## src/rtl/draw_pkg.sv

```systemverilog
// Shared types and constants for the sprite/clear draw sequencer and its helpers.
package draw_pkg;

  typedef enum logic [1:0] {
    StIdle  = 2'd0,
    StScan  = 2'd1,
    StFlush = 2'd2,
    StDone  = 2'd3
  } draw_state_e;

  localparam int unsigned DEF_SPRITE_W = 40;
  localparam int unsigned DEF_SPRITE_H = 40;
  localparam int unsigned DEF_SCREEN_W = 160;
  localparam int unsigned DEF_SCREEN_H = 120;

  localparam logic [2:0] BLACK = 3'b000;

  // Wide coordinates come in one bit wider than the screen so overflow is visible here.
  function automatic logic on_screen(input logic [8:0] wx, input logic [7:0] wy,
                                     input int unsigned sw, input int unsigned sh);
    return (32'(wx) < sw) && (32'(wy) < sh);
  endfunction

endpackage

```

## src/rtl/scan_counter.sv

```systemverilog
// Row-major col/row counter with runtime wrap limits; o_last flags the final cell.
module scan_counter #(
  parameter int unsigned COL_W = 8,
  parameter int unsigned ROW_W = 7
) (
  input  logic             i_clk,
  input  logic             i_rst_n,
  input  logic             i_clear,
  input  logic             i_advance,
  input  logic [COL_W-1:0] i_w,
  input  logic [ROW_W-1:0] i_h,
  output logic [COL_W-1:0] o_col,
  output logic [ROW_W-1:0] o_row,
  output logic             o_last
);

  logic [COL_W-1:0] r_col;
  logic [ROW_W-1:0] r_row;
  logic             w_col_end;
  logic             w_row_end;

  assign w_col_end = (r_col == i_w - COL_W'(1));
  assign w_row_end = (r_row == i_h - ROW_W'(1));

  always_ff @(posedge i_clk or negedge i_rst_n) begin
    if (!i_rst_n) begin
      r_col <= '0;
      r_row <= '0;
    end else if (i_clear) begin
      r_col <= '0;
      r_row <= '0;
    end else if (i_advance) begin
      if (w_col_end) begin
        r_col <= '0;
        r_row <= w_row_end ? '0 : r_row + ROW_W'(1);
      end else begin
        r_col <= r_col + COL_W'(1);
      end
    end
  end

  assign o_col  = r_col;
  assign o_row  = r_row;
  assign o_last = w_col_end && w_row_end;

endmodule

```

## src/rtl/sprite_draw_seq.sv

```systemverilog
// Draws one sprite from a synchronous ROM, or clears the screen, behind a start/done handshake.
module sprite_draw_seq
  import draw_pkg::*;
#(
  parameter int unsigned SPRITE_W = DEF_SPRITE_W,
  parameter int unsigned SPRITE_H = DEF_SPRITE_H,
  parameter int unsigned SCREEN_W = DEF_SCREEN_W,
  parameter int unsigned SCREEN_H = DEF_SCREEN_H,
  parameter int unsigned ADDR_W   = 11
) (
  input  logic              i_clk,
  input  logic              i_rst_n,
  input  logic              i_start,
  input  logic              i_clear_mode,
  input  logic [7:0]        i_x_origin,
  input  logic [6:0]        i_y_origin,
  output logic [ADDR_W-1:0] o_rom_addr,
  input  logic [2:0]        i_rom_color,
  output logic [7:0]        o_x,
  output logic [6:0]        o_y,
  output logic [2:0]        o_color,
  output logic              o_plot,
  output logic              o_busy,
  output logic              o_done
);

  draw_state_e       r_state;
  draw_state_e       w_state_next;
  logic              r_clear_mode;
  logic [7:0]        r_x_org;
  logic [6:0]        r_y_org;
  logic [ADDR_W-1:0] r_rom_addr;
  logic [ADDR_W-1:0] w_rom_addr_next;

  logic [7:0]        w_col;
  logic [6:0]        w_row;
  logic              w_last;
  logic [7:0]        w_lim_w;
  logic [6:0]        w_lim_h;
  logic              w_accept;
  logic              w_scan;
  logic [8:0]        w_wide_x;
  logic [7:0]        w_wide_y;

  // Stage 1 aligns pixel geometry with the ROM's one-cycle read latency.
  logic              r_s1_occ;
  logic              r_s1_clear;
  logic [8:0]        r_s1_x;
  logic [7:0]        r_s1_y;
  logic              w_s1_on;

  logic [7:0]        r_x;
  logic [6:0]        r_y;
  logic [2:0]        r_color;
  logic              r_plot;

  assign w_accept = (r_state == StIdle) && i_start;
  assign w_scan   = (r_state == StScan);
  assign w_lim_w  = r_clear_mode ? 8'(SCREEN_W) : 8'(SPRITE_W);
  assign w_lim_h  = r_clear_mode ? 7'(SCREEN_H) : 7'(SPRITE_H);

  scan_counter #(
    .COL_W (8),
    .ROW_W (7)
  ) u_scan_counter (
    .i_clk     (i_clk),
    .i_rst_n   (i_rst_n),
    .i_clear   (w_accept),
    .i_advance (w_scan),
    .i_w       (w_lim_w),
    .i_h       (w_lim_h),
    .o_col     (w_col),
    .o_row     (w_row),
    .o_last    (w_last)
  );

  always_comb begin
    w_state_next = r_state;
    unique case (r_state)
      StIdle:  if (i_start) w_state_next = StScan;
      StScan:  if (w_last) w_state_next = StFlush;
      // Hold until the last pixel has left stage 1 and reached the output register.
      StFlush: if (!r_s1_occ) w_state_next = StDone;
      StDone:  w_state_next = StIdle;
      default: w_state_next = StIdle;
    endcase
  end

  always_comb begin
    w_rom_addr_next = '0;
    if (w_scan && !r_clear_mode && !w_last) begin
      w_rom_addr_next = r_rom_addr + ADDR_W'(1);
    end
  end

  always_ff @(posedge i_clk or negedge i_rst_n) begin
    if (!i_rst_n) begin
      r_state      <= StIdle;
      r_clear_mode <= 1'b0;
      r_x_org      <= '0;
      r_y_org      <= '0;
      r_rom_addr   <= '0;
    end else begin
      r_state    <= w_state_next;
      r_rom_addr <= w_rom_addr_next;
      if (w_accept) begin
        r_clear_mode <= i_clear_mode;
        r_x_org      <= i_x_origin;
        r_y_org      <= i_y_origin;
      end
    end
  end

  assign w_wide_x = r_clear_mode ? {1'b0, w_col} : {1'b0, r_x_org} + {1'b0, w_col};
  assign w_wide_y = r_clear_mode ? {1'b0, w_row} : {1'b0, r_y_org} + {1'b0, w_row};

  always_ff @(posedge i_clk or negedge i_rst_n) begin
    if (!i_rst_n) begin
      r_s1_occ   <= 1'b0;
      r_s1_clear <= 1'b0;
      r_s1_x     <= '0;
      r_s1_y     <= '0;
    end else begin
      r_s1_occ <= w_scan;
      if (w_scan) begin
        r_s1_clear <= r_clear_mode;
        r_s1_x     <= w_wide_x;
        r_s1_y     <= w_wide_y;
      end
    end
  end

  assign w_s1_on = r_s1_occ && on_screen(r_s1_x, r_s1_y, SCREEN_W, SCREEN_H);

  always_ff @(posedge i_clk or negedge i_rst_n) begin
    if (!i_rst_n) begin
      r_x     <= '0;
      r_y     <= '0;
      r_color <= BLACK;
      r_plot  <= 1'b0;
    end else begin
      r_plot <= w_s1_on;
      if (w_s1_on) begin
        r_x     <= r_s1_x[7:0];
        r_y     <= r_s1_y[6:0];
        r_color <= r_s1_clear ? BLACK : i_rom_color;
      end
    end
  end

  assign o_rom_addr = r_rom_addr;
  assign o_x        = r_x;
  assign o_y        = r_y;
  assign o_color    = r_color;
  assign o_plot     = r_plot;
  assign o_busy     = (r_state != StIdle);
  assign o_done     = (r_state == StDone);

endmodule

```

## config.mk

```make
export PLATFORM = sky130hd
export DESIGN_NAME = sprite_draw_seq
export DESIGN_NICKNAME = d
export VERILOG_FILES = /design/src/rtl/draw_pkg.sv /design/src/rtl/scan_counter.sv /design/src/rtl/sprite_draw_seq.sv
export SDC_FILE = /design/constraint.sdc
export NUM_CORES = 1
export LEC_CHECK = 0
export BUFFER_PORTS_ARGS = -buffer_cell sky130_fd_sc_hd__buf_2
export CAP_MARGIN = 20
export CORE_ASPECT_RATIO = 0.8
export CORE_MARGIN = 5
export CORE_UTILIZATION = 55
export CTS_CLUSTER_DIAMETER = 120
export CTS_CLUSTER_SIZE = 16
export DETAILED_ROUTE_END_ITERATION = 6
export GPL_ROUTABILITY_DRIVEN = 0
export PLACE_DENSITY = 0.86
export SLEW_MARGIN = 10
export SYNTH_ARGS = -nofsm -noshare
export SYNTH_HDL_FRONTEND = slang
export SYNTH_SLANG_ARGS = --single-unit
```

## constraint.sdc

```tcl
create_clock -name i_clk -period 2.35 [get_ports i_clk]
set_clock_uncertainty 0.1 [all_clocks]
set_input_delay 0 -clock i_clk [delete_from_list [all_inputs] [get_ports i_clk]]
set_output_delay 0 -clock i_clk [all_outputs]
set_load 0.01 [all_outputs]
```

* After elaboration in Yosys (flattened, before gate mapping)
Cells that the tools add are included.
W data, S select, Z words.
** Word-level totals
- Register bits after elaboration :: 82
- Input bits :: 22
- Output and inout bits :: 32
- Logic and storage cells :: 63
** Operators by class
- Add/sub/neg operators :: 7
- Magnitude comparators :: 2
- Eq/ne operators :: 8
- Muxes and demuxes :: 17
- Reduce and logical (&&, ||, !) cells :: 14
** Operators with widths (number)
- $mux W8 :: 5
- $mux W7 :: 5
- $add A11 B1 Y11 const B :: 1
- $mux W11 :: 1
- $add A8 B8 Y9 :: 1
- $lt A9 B8 Y1 const B :: 1
- $mux W9 :: 1
- $add A7 B7 Y8 :: 1
- $add A8 B1 Y8 const B :: 1
- $eq A8 B8 Y1 :: 1
- $lt A8 B7 Y1 const B :: 1
- $pmux W2 S4 :: 1
- $sub A8 B1 Y8 const B :: 1
- $add A7 B1 Y7 const B :: 1
- $eq A7 B7 Y1 :: 1
- $sub A7 B1 Y7 const B :: 1
- $logic_and A1 B1 Y1 :: 6
- $mux W2 :: 3
- $ne A2 B2 Y1 const B :: 3
- $reduce_bool A2 Y1 :: 3
- $eq A2 B2 Y1 const B :: 2
- $mux W3 :: 1
- $reduce_and A3 Y1 :: 1
- $eq A2 B1 Y1 const B :: 1
- 3 further kinds :: 4

* Logic depth before layout (Yosys ltp)
Gate-level depths: netlist (run 1).
- Depth in word-level cells :: 7
- Depth in mapped cells :: 8
- Mapped depth without buffers :: 8

* Modules after synthesis
A second synthesis (run 1) with hierarchy kept.
** Second synthesis, totals
- Cell total of the unflattened synthesis :: 507
- Area, all modules :: 4799.6 um^2
** By module, submodules not included
- sprite_draw_seq :: times used 1, cells each 343, area an instance 3382.0 um^2, seq. area each 1676.6 um^2
- scan_counter :: times used 1, cells each 164, area an instance 1417.6 um^2, seq. area each 375.4 um^2

* Worst setup path after synthesis (run 1)
OpenSTA, ideal clock, no wires.
- Path kind :: register to register
- From :: reg r_state[1]
- To :: reg u_scan_counter.r_row[3], in the netlist u_scan_counter.o_row[3]
- Setup time :: 0.129 ns
- Arrival time :: 1.842 ns
- Required time :: 2.121 ns
- Setup slack :: 0.279 ns
- Cell stages (with the launch flop) :: 9
- Buffers on the path :: 2
- Clock period less this slack :: 2.071 ns
- Cells stage by stage :: dfrtp_1 -> inv_1 -> ha_1 -> clkbuf_1 -> inv_1 -> buf_1 -> o41a_1 -> o21ai_0 -> o31ai_1
** Between the ends
- Elaborated cells between the ends (all ways) :: 7
- Those cells by class :: 1 x eq/ne; 1 x mux; 5 x reduce/logical
** RTL lines
- start: declaration :: RTL line sprite_draw_seq.sv:27 : draw_state_e r_state;
- start signal: assignment :: RTL line sprite_draw_seq.sv:98 : r_state <= StIdle;
- start signal: assignment :: RTL line sprite_draw_seq.sv:104 : r_state <= w_state_next;
- $eq A2 B1 Y1 :: RTL line sprite_draw_seq.sv:58 : assign w_scan = (r_state == StScan);
- net u_scan_counter.i_advance :: RTL line scan_counter.sv:9 : input logic i_advance,
- $reduce_bool A2 Y1 (no line)
- $reduce_and A2 Y1 (no line)
- end signal: assignment :: RTL line scan_counter.sv:35 : r_row <= w_row_end ? '0 : r_row + ROW_W'(1);
- end: declaration :: RTL line scan_counter.sv:18 : logic [ROW_W-1:0] r_row;
The timed path passes the listed nets, and every way through them passes these cells.
A chain may end at the register's enable or synchronous reset.

* Worst setup path after layout (run 1)
- From :: reg u_scan_counter.r_row[0], in the netlist u_scan_counter.o_row[0]
- To :: reg r_s1_y[6]
** Between the ends
- Cells in the longest elaborated chain, start to end :: 2
** RTL lines
- $add A7 B7 Y8 :: RTL line sprite_draw_seq.sv:115 : assign w_wide_y = r_clear_mode ? {1'b0, w_row} : {1'b0, r_y_org} + {1'b0, w_row};
- $mux W8 :: RTL line sprite_draw_seq.sv:115
- end signal: assignment :: RTL line sprite_draw_seq.sv:128 : r_s1_y <= w_wide_y;
- end: declaration :: RTL line sprite_draw_seq.sv:49 : logic [7:0] r_s1_y;
Every way passes these cells.

==> results.md, run 1 <==
* Status: completed
* Routed len/inst at about 15 um
* P_leak at around 0.0025 uW
* Reg clk slew, reported paths at 0.09 ns
* Unrepaired setup endpoints after global routing: yes
* Crit path largest cell delay at 0.44 ns
* Max Freq at 442 MHz
* CTS Buf Count at 9
* Worst-margin pin slew at 0.576 ns
* First-pass GRT wire length at 17.3 mm
* Final critical-path required period at around 2.3 ns
* Post-synth top area share at 48.2%
* Max cap viols at 0
* Vias in the first global route at approximately 3,700
* Sequential-to-total area share from yosys stat at 48.2%
* CP endpoint kind: register
* Clock root buffer: clkbuf_8
* Yosys reg bits at 82
* R2R setup slack at roughly 0.087 ns
* Die footprint at 0.00961 mm^2
* Count of different cell masters after synthesis at 50
* Critical path peak fanout at 6
* Die width at 108 um
* Layout cell share with drive strength beyond 1 at 17.5%
* Synth top area cells: dfrtp_1 (48%), nand2_1 (8.3%), ha_1 (6.5%), nor2_1 (4.5%), a21oi_1 (2.7%)
* Sink Count at 82
* Required @ worst endpoint at approximately 2.5 ns
* CP max stage cell: dfrtp_1
* Syn. warnings at 0
* Most frequent cells in the layout: nand2_1 (94), dfrtp_1 (81), buf_2 (52)
* Post-detail-place hpwl at 7.07 mm
* Mapped Area at 0.00426 mm^2
* Final Hold Vio Count at 0
* Fraction of registers with async set/reset at 100%
* Rows at 28
* Fill count at 600
* I/O Pins at 54
* Syn Inst Count at 458
* Global route total overflow at 0
* Endpoints failing setup at 0
* Critical Path AT at 2.41 ns
* CP cell instances: ha_1 > inv_1 > fa_1 > nor2b_1 > o31a_1 > o22ai_1 > mux2i_1 > a211o_1
* Pwr per Cell Area at 1220 mW/mm^2
* Peak VDD IR at about 0.00055 V
* Initial DRC count at 324
* Most common cell after layout, fill and taps aside: nand2_1
* Core area at 0.00746 mm^2
* Final Cycle Share at 96.3%
* Final Total Pwr at 6210 uW
* Vias at 3,626
* Max Slew Vio Count at 0
* CTS tree: yes
* Top FF cell, synth: dfrtp_1
* Core Util, Final at 68.0%
* Area grow syn2layout at 19.3%
* Die H at between 80 and 90 um
* Antenna diodes at 0
* Vias per inst at 5.60
* GRT Total Usage at between 20% and 30%
* Antenna-violating nets left at 0
* Mapped Avg Cell Area at 9.29 um^2
* Critical path class: reg2reg
* Port Buffers at 53
* EDFF count, synth at 0
* Max transition margin at a little over 60%
* HP Class: in2async
* Syn nets at 504
* # nets final at 583
* Initial Utilization at 57.0%
* WL final at 9.99 mm
* DRC at 0
* Initial antenna violation count at 0
* Pin count of the biggest net entering global routing at 83
* CTS Buffer Depth at 2
* DR pass1 iterations at 6
* CP startpoint kind: register
* Clk Latency, worst-skew pair at 0.36 ns
* H-tree depth at 3
* Yosys top cell by area: dfrtp_1
-- sequential cells by signal (all words and copies together) (netlist names) --
signal and cells:
r_s1_y 8, o_rom_addr 11, o_plot 1, r_s1_occ 1, o_color 3, r_x_org 8
o_y 7, u_scan_counter.o_col 8, r_state 2, r_y_org 7, r_s1_clear 1, r_s1_x 9
o_x 8, r_clear_mode 1, u_scan_counter.o_row 7
-- kinds of logic (layout without fill, tap and decap cells) --
family / count (synthesis) / in the layout / synth area share (%)
flops: 82 / 82 / 48.2
compound gates: 87 / 87 / 14.3
buf+inv: 32 / 116 / 3.03
mux: 9 / 9 / 2.26
xor+xnor: 15 / 15 / 3.09
simple gates: 209 / 209 / 21.8
fa+ha+maj: 24 / 24 / 7.41
-- synth_stat cells, drive strengths merged (2+ instances only) --
library cell  instances
mux2                  2
a211o                 4
o31ai                 4
nor2                 51
a2111oi               2
fa                    2
nand3b                3
nand2                95
mux2i                 7
a41o                  2
o22a                  4
ha                   22
clkbuf               15
a211oi                7
a21oi                23
o41ai                 2
xor2                  6
o21ai                22
dfrtp                82
buf                   4
nand2b                4
nor3b                 2
nor3                 12
and3                  4
or2                   3
a2bb2oi               3
nor4                  3
or3                   6
xnor2                 9
nor2b                 6
o21a                  2
a21o                  4
inv                  13
nand3                17
-- path summary, 6_finish.rpt --
check	start	to	depth (start not counted)
setup reg to reg	u_scan_counter.o_row[0]	r_s1_y[6]	8
min in group i_clk	i_start	r_state[0]	4
hold / removal	i_rst_n	o_y[0]	2
max in group asynchronous	i_rst_n	o_rom_addr[5]	3
hold reg to reg	r_s1_y[1]	o_y[1]	2
setup / recovery	u_scan_counter.o_row[0]	r_s1_y[6]	8
-- power breakdown --
group,internal (uW),switching [uW]
clock,395,545
sequential,1950,430
combinational,1200,1690
-- critical path: cells and delay by family (launching register included) --
family / cells / cell delay (ns)
muxes: 1 / 0.13
buffers and inverters: 1 / 0.07
and+or+nand+nor: 1 / 0.25
adders and majority gates: 2 / 0.62
DFF: 1 / 0.44
AOI/OAI and AO/OA: 3 / 0.56
-- final cells by class --
class | instances | area [um^2] | share of cell area, %
multi-input combinational | 344 | 2080 | 41.0
tap | 105 | 131 | 2.59
clock buffer | 10 | 128 | 2.51
inverter | 13 | 48.8 | 0.961
clock inverter | 6 | 48.8 | 0.961
sequential | 82 | 2050 | 40.4
timing repair buffer | 87 | 586 | 11.5
-- stage by stage --
step           worst slack, ns  hold slack, ns  std cells  area [um^2]  TNS [ns]
2_1_floorplan            0.279          -0.396        458         4260         0
3_3_place_gp             0.241          0.0909        610         4670         0
3_5_place_dp            0.0965          0.0918        610         4670         0
4_1_cts                 0.0763          0.0459        646         5050         0
5_1_grt                -0.0141          0.0724        647         5080   -0.0141
6_report                0.0872          0.0429        647         5080         0
-- what timing repair did --
item / CTS / global route
setup endpoints to repair: 0 / 7
buffers inserted: 0 / 0
resized for setup: 0 / 4
hold buffers: 20 / 0
endpoints found under the hold margin: 101 / 0
-- metal layers --
layer / part of all wire [%] / vias up / global-route usage (%)
met5: 0 / - / 0
met4: 1.5 / 0 / 8.14
met3: 6.6 / 18 / 4.60
met2: 48 / 132 / 38.4
met1: 44 / 1740 / 30.3
li1: - / 1736 / -
Power figures use the tool's default switching activity.
==> inputs of run 2 (changes only) <==
--- a/config.mk
+++ b/config.mk
@@ -9,12 +9,13 @@
 export CAP_MARGIN = 20
 export CORE_ASPECT_RATIO = 0.8
 export CORE_MARGIN = 5
-export CORE_UTILIZATION = 55
+export CORE_UTILIZATION = 40
 export CTS_CLUSTER_DIAMETER = 120
 export CTS_CLUSTER_SIZE = 16
 export DETAILED_ROUTE_END_ITERATION = 6
 export GPL_ROUTABILITY_DRIVEN = 0
-export PLACE_DENSITY = 0.86
+export MAX_ROUTING_LAYER = met4
+export PLACE_DENSITY = 0.69
 export SLEW_MARGIN = 10
 export SYNTH_ARGS = -nofsm -noshare
 export SYNTH_HDL_FRONTEND = slang
==> constraint.sdc (replaced) <==
create_clock -name i_clk -period 2.9 [get_ports i_clk]
set_clock_uncertainty 0.1 [all_clocks]
set_input_delay 0 -clock i_clk [delete_from_list [all_inputs] [get_ports i_clk]]
set_output_delay 0 -clock i_clk [all_outputs]
set_load 0.01 [all_outputs]
==> results.md, run 2 (same netlist as run 1, synthesis figures left out) <==
* Status: completed
* Global route total overflow at 0 (unchanged)
* GRT Total Usage at 16.3% (-6.8 points)
* I/O Pins at 54 (unchanged)
* Vias at 3,453 (-4.8%)
* Unrepaired setup endpoints after global routing: no
* Setup total negative slack at 0 ns (unchanged)
* Reg2Reg Depth at 5 (-3)
* Critical path peak fanout at 16 (+10)
* Most common cell after layout, fill and taps aside: nand2_1
* Die width at 125 um (+16%)
* # nets final at 574 (-1.5%)
* Rows at 33 (+18%)
* Peak VDD IR at 0.000315 V (-43%)
* Clock root buffer: clkbuf_16
* Launch point of the worst path: r_clear_mode
* R2R setup slack at 0.51 ns (+0.43 ns)
* Sink Count at 82 (unchanged)
* Critical Path AT at 2.49 ns (+0.08 ns)
* Routed len/inst at 14.5 um (-6.3%)
* Required @ worst endpoint at 3.01 ns (+0.52 ns)
* Max cap viols at 0 (unchanged)
* Final Hold Vio Count at 0 (unchanged)
* Initial antenna violation count at 0 (unchanged)
* CTS Buffer Depth at 2 (unchanged)
* Pwr per Cell Area at 1010 mW/mm^2 (-17%)
* Clk Latency, worst-skew pair at 0.34 ns (-0.02 ns)
* Layout cell share with drive strength beyond 1 at 15.8% (-1.8 points)
* Final Total Pwr at 5220 uW (-16%)
* Core area at 0.0103 mm^2 (+38%)
* Max Freq at 419 MHz (-5.2%)
* Post-detail-place hpwl at 7.08 mm (+0.16%)
* Most frequent cells in the layout: nand2_1 (94), dfrtp_1 (82), buf_2 (52)
* DRC at 0 (unchanged)
* CTS Buf Count at 9 (unchanged)
* Worst-margin pin slew at 0.706 ns (+0.130 ns)
* Reg-to-Reg End: o_rom_addr[5]
* H-tree depth at 3 (unchanged)
* Vias per inst at 5.13 (-8.5%)
* Endpoints failing setup at 0 (unchanged)
* DR pass1 iterations at 4 (-2)
* Worst Setup EP: o_rom_addr[5]
* CTS tree: yes
* Antenna diodes at 0 (unchanged)
* Reg-to-Reg Start: r_clear_mode
* Final critical-path required period at 2.39 ns (+0.123 ns)
* HP Class: in2async
* Die H at 102 um (+15%)
* Max FFs per register at 11 (unchanged)
* Port Buffers at 53 (unchanged)
* WL final at 9.74 mm (-2.5%)
* Antenna-violating nets left at 0 (unchanged)
* # resized after CTS at 0 (unchanged)
* Initial DRC count at 247 (-24%)
* Pin count of the biggest net entering global routing at 83 (unchanged)
* Max transition margin at 52.8% (-8.0 points)
* CP endpoint kind: register
* Final Cycle Share at 82.3% (-14 points)
* Max Slew Vio Count at 0 (unchanged)
* Die footprint at 0.0128 mm^2 (+33%)
* Area grow syn2layout at 20.9%
* Initial Utilization at 41.2% (-16 points)
* Critical path class: reg2reg
* CP startpoint kind: register
* First-pass GRT wire length at 16.3 mm (-6.0%)
* Vias in the first global route at 3,399 (-8.1%)
* Reg clk slew, reported paths at 0.06 ns (-0.03 ns)
* P_leak at 0.00248 uW (+0.29%)
[run 2: changes by cell type in the layout (fill, tap and decap cells not counted), sizes merged]
cell,delta
clkbuf,-1
buf,-9
inv,-1
clkinv,+3
clkinvlp,-1
[run 2: timing repair]
action	4_1_cts	5_1_grt
buffers inserted	0	0
hold endpoints to repair	101	0
endpoints found under the setup margin	0	0
hold buffers	20	0
[run 2: metrics by stage]
stage | cell area [um^2] | std cells | setup slack, ns | utilization [%] | hold slack, ns
floorplan | 4260 | 458 | 0.829 | - | -0.396
global placement | 4650 | 636 | 0.641 | 45.0 | 0.0940
detailed placement | 4650 | 636 | 0.566 | 45.0 | 0.0933
CTS | 5130 | 672 | 0.524 | 49.7 | 0.0706
global route | 5150 | 673 | 0.373 | 49.9 | 0.0986
finish | 5150 | 673 | 0.514 | 49.9 | 0.0614
[run 2: layout make-up]
class                           instances  area, um^2
Fill cell                            1005        5180
Multi-Input combinational cell        344        2080
Sequential cell                        82        2050
Timing Repair Buffer                   78         518
Clock buffer                            9         225
Tap cell                              140         175
Clock inverter                          7        51.3
Inverter                               13        48.8
[run 2: critical path, stage by stage (launching register included)]
cell and delay [ns]:
dfrtp_1 0.55, nor4_1 0.43, mux2i_2 0.23, nor3_1 0.41, a21o_1 0.42, nor2_1 0.11
[run 2: how the worst min path moves through the flow]
stage / from / endpoint / slack, ns / depth (start not counted)
finish: i_rst_n / o_rom_addr[4] / 0.06 / 2
detailed placement: i_x_origin[2] / r_x_org[2] / 0.09 / 3
CTS: i_start / r_state[0] / 0.07 / 4
global placement: i_x_origin[4] / r_x_org[4] / 0.09 / 3
floorplan: i_rst_n / o_color[0] / -0.40 / 0
global route: i_start / r_state[0] / 0.1 / 4
[run 2: routing by layer]
| layer | track usage (%) | up-vias | part of all wire (%) |
|---|---|---|---|
| met4 | 5.92 | 0 | 1.2 |
| met2 | 24.6 | 80 | 46 |
| met3 | 4.49 | 12 | 4.9 |
| met1 | 21.1 | 1644 | 48 |
| met5 | - | - | 0 |
| li1 | - | 1717 | - |
[run 2: report_power, final]
part / leakage, uW / switching, uW / total, uW / internal (uW)
Clock: 0.000132 / 473 / 1060 / 584
Combinational: 0.00131 / 1300 / 2220 / 923
Sequential: 0.00104 / 358 / 1940 / 1580
Total: 0.00248 / 2130 / 5220 / 3090
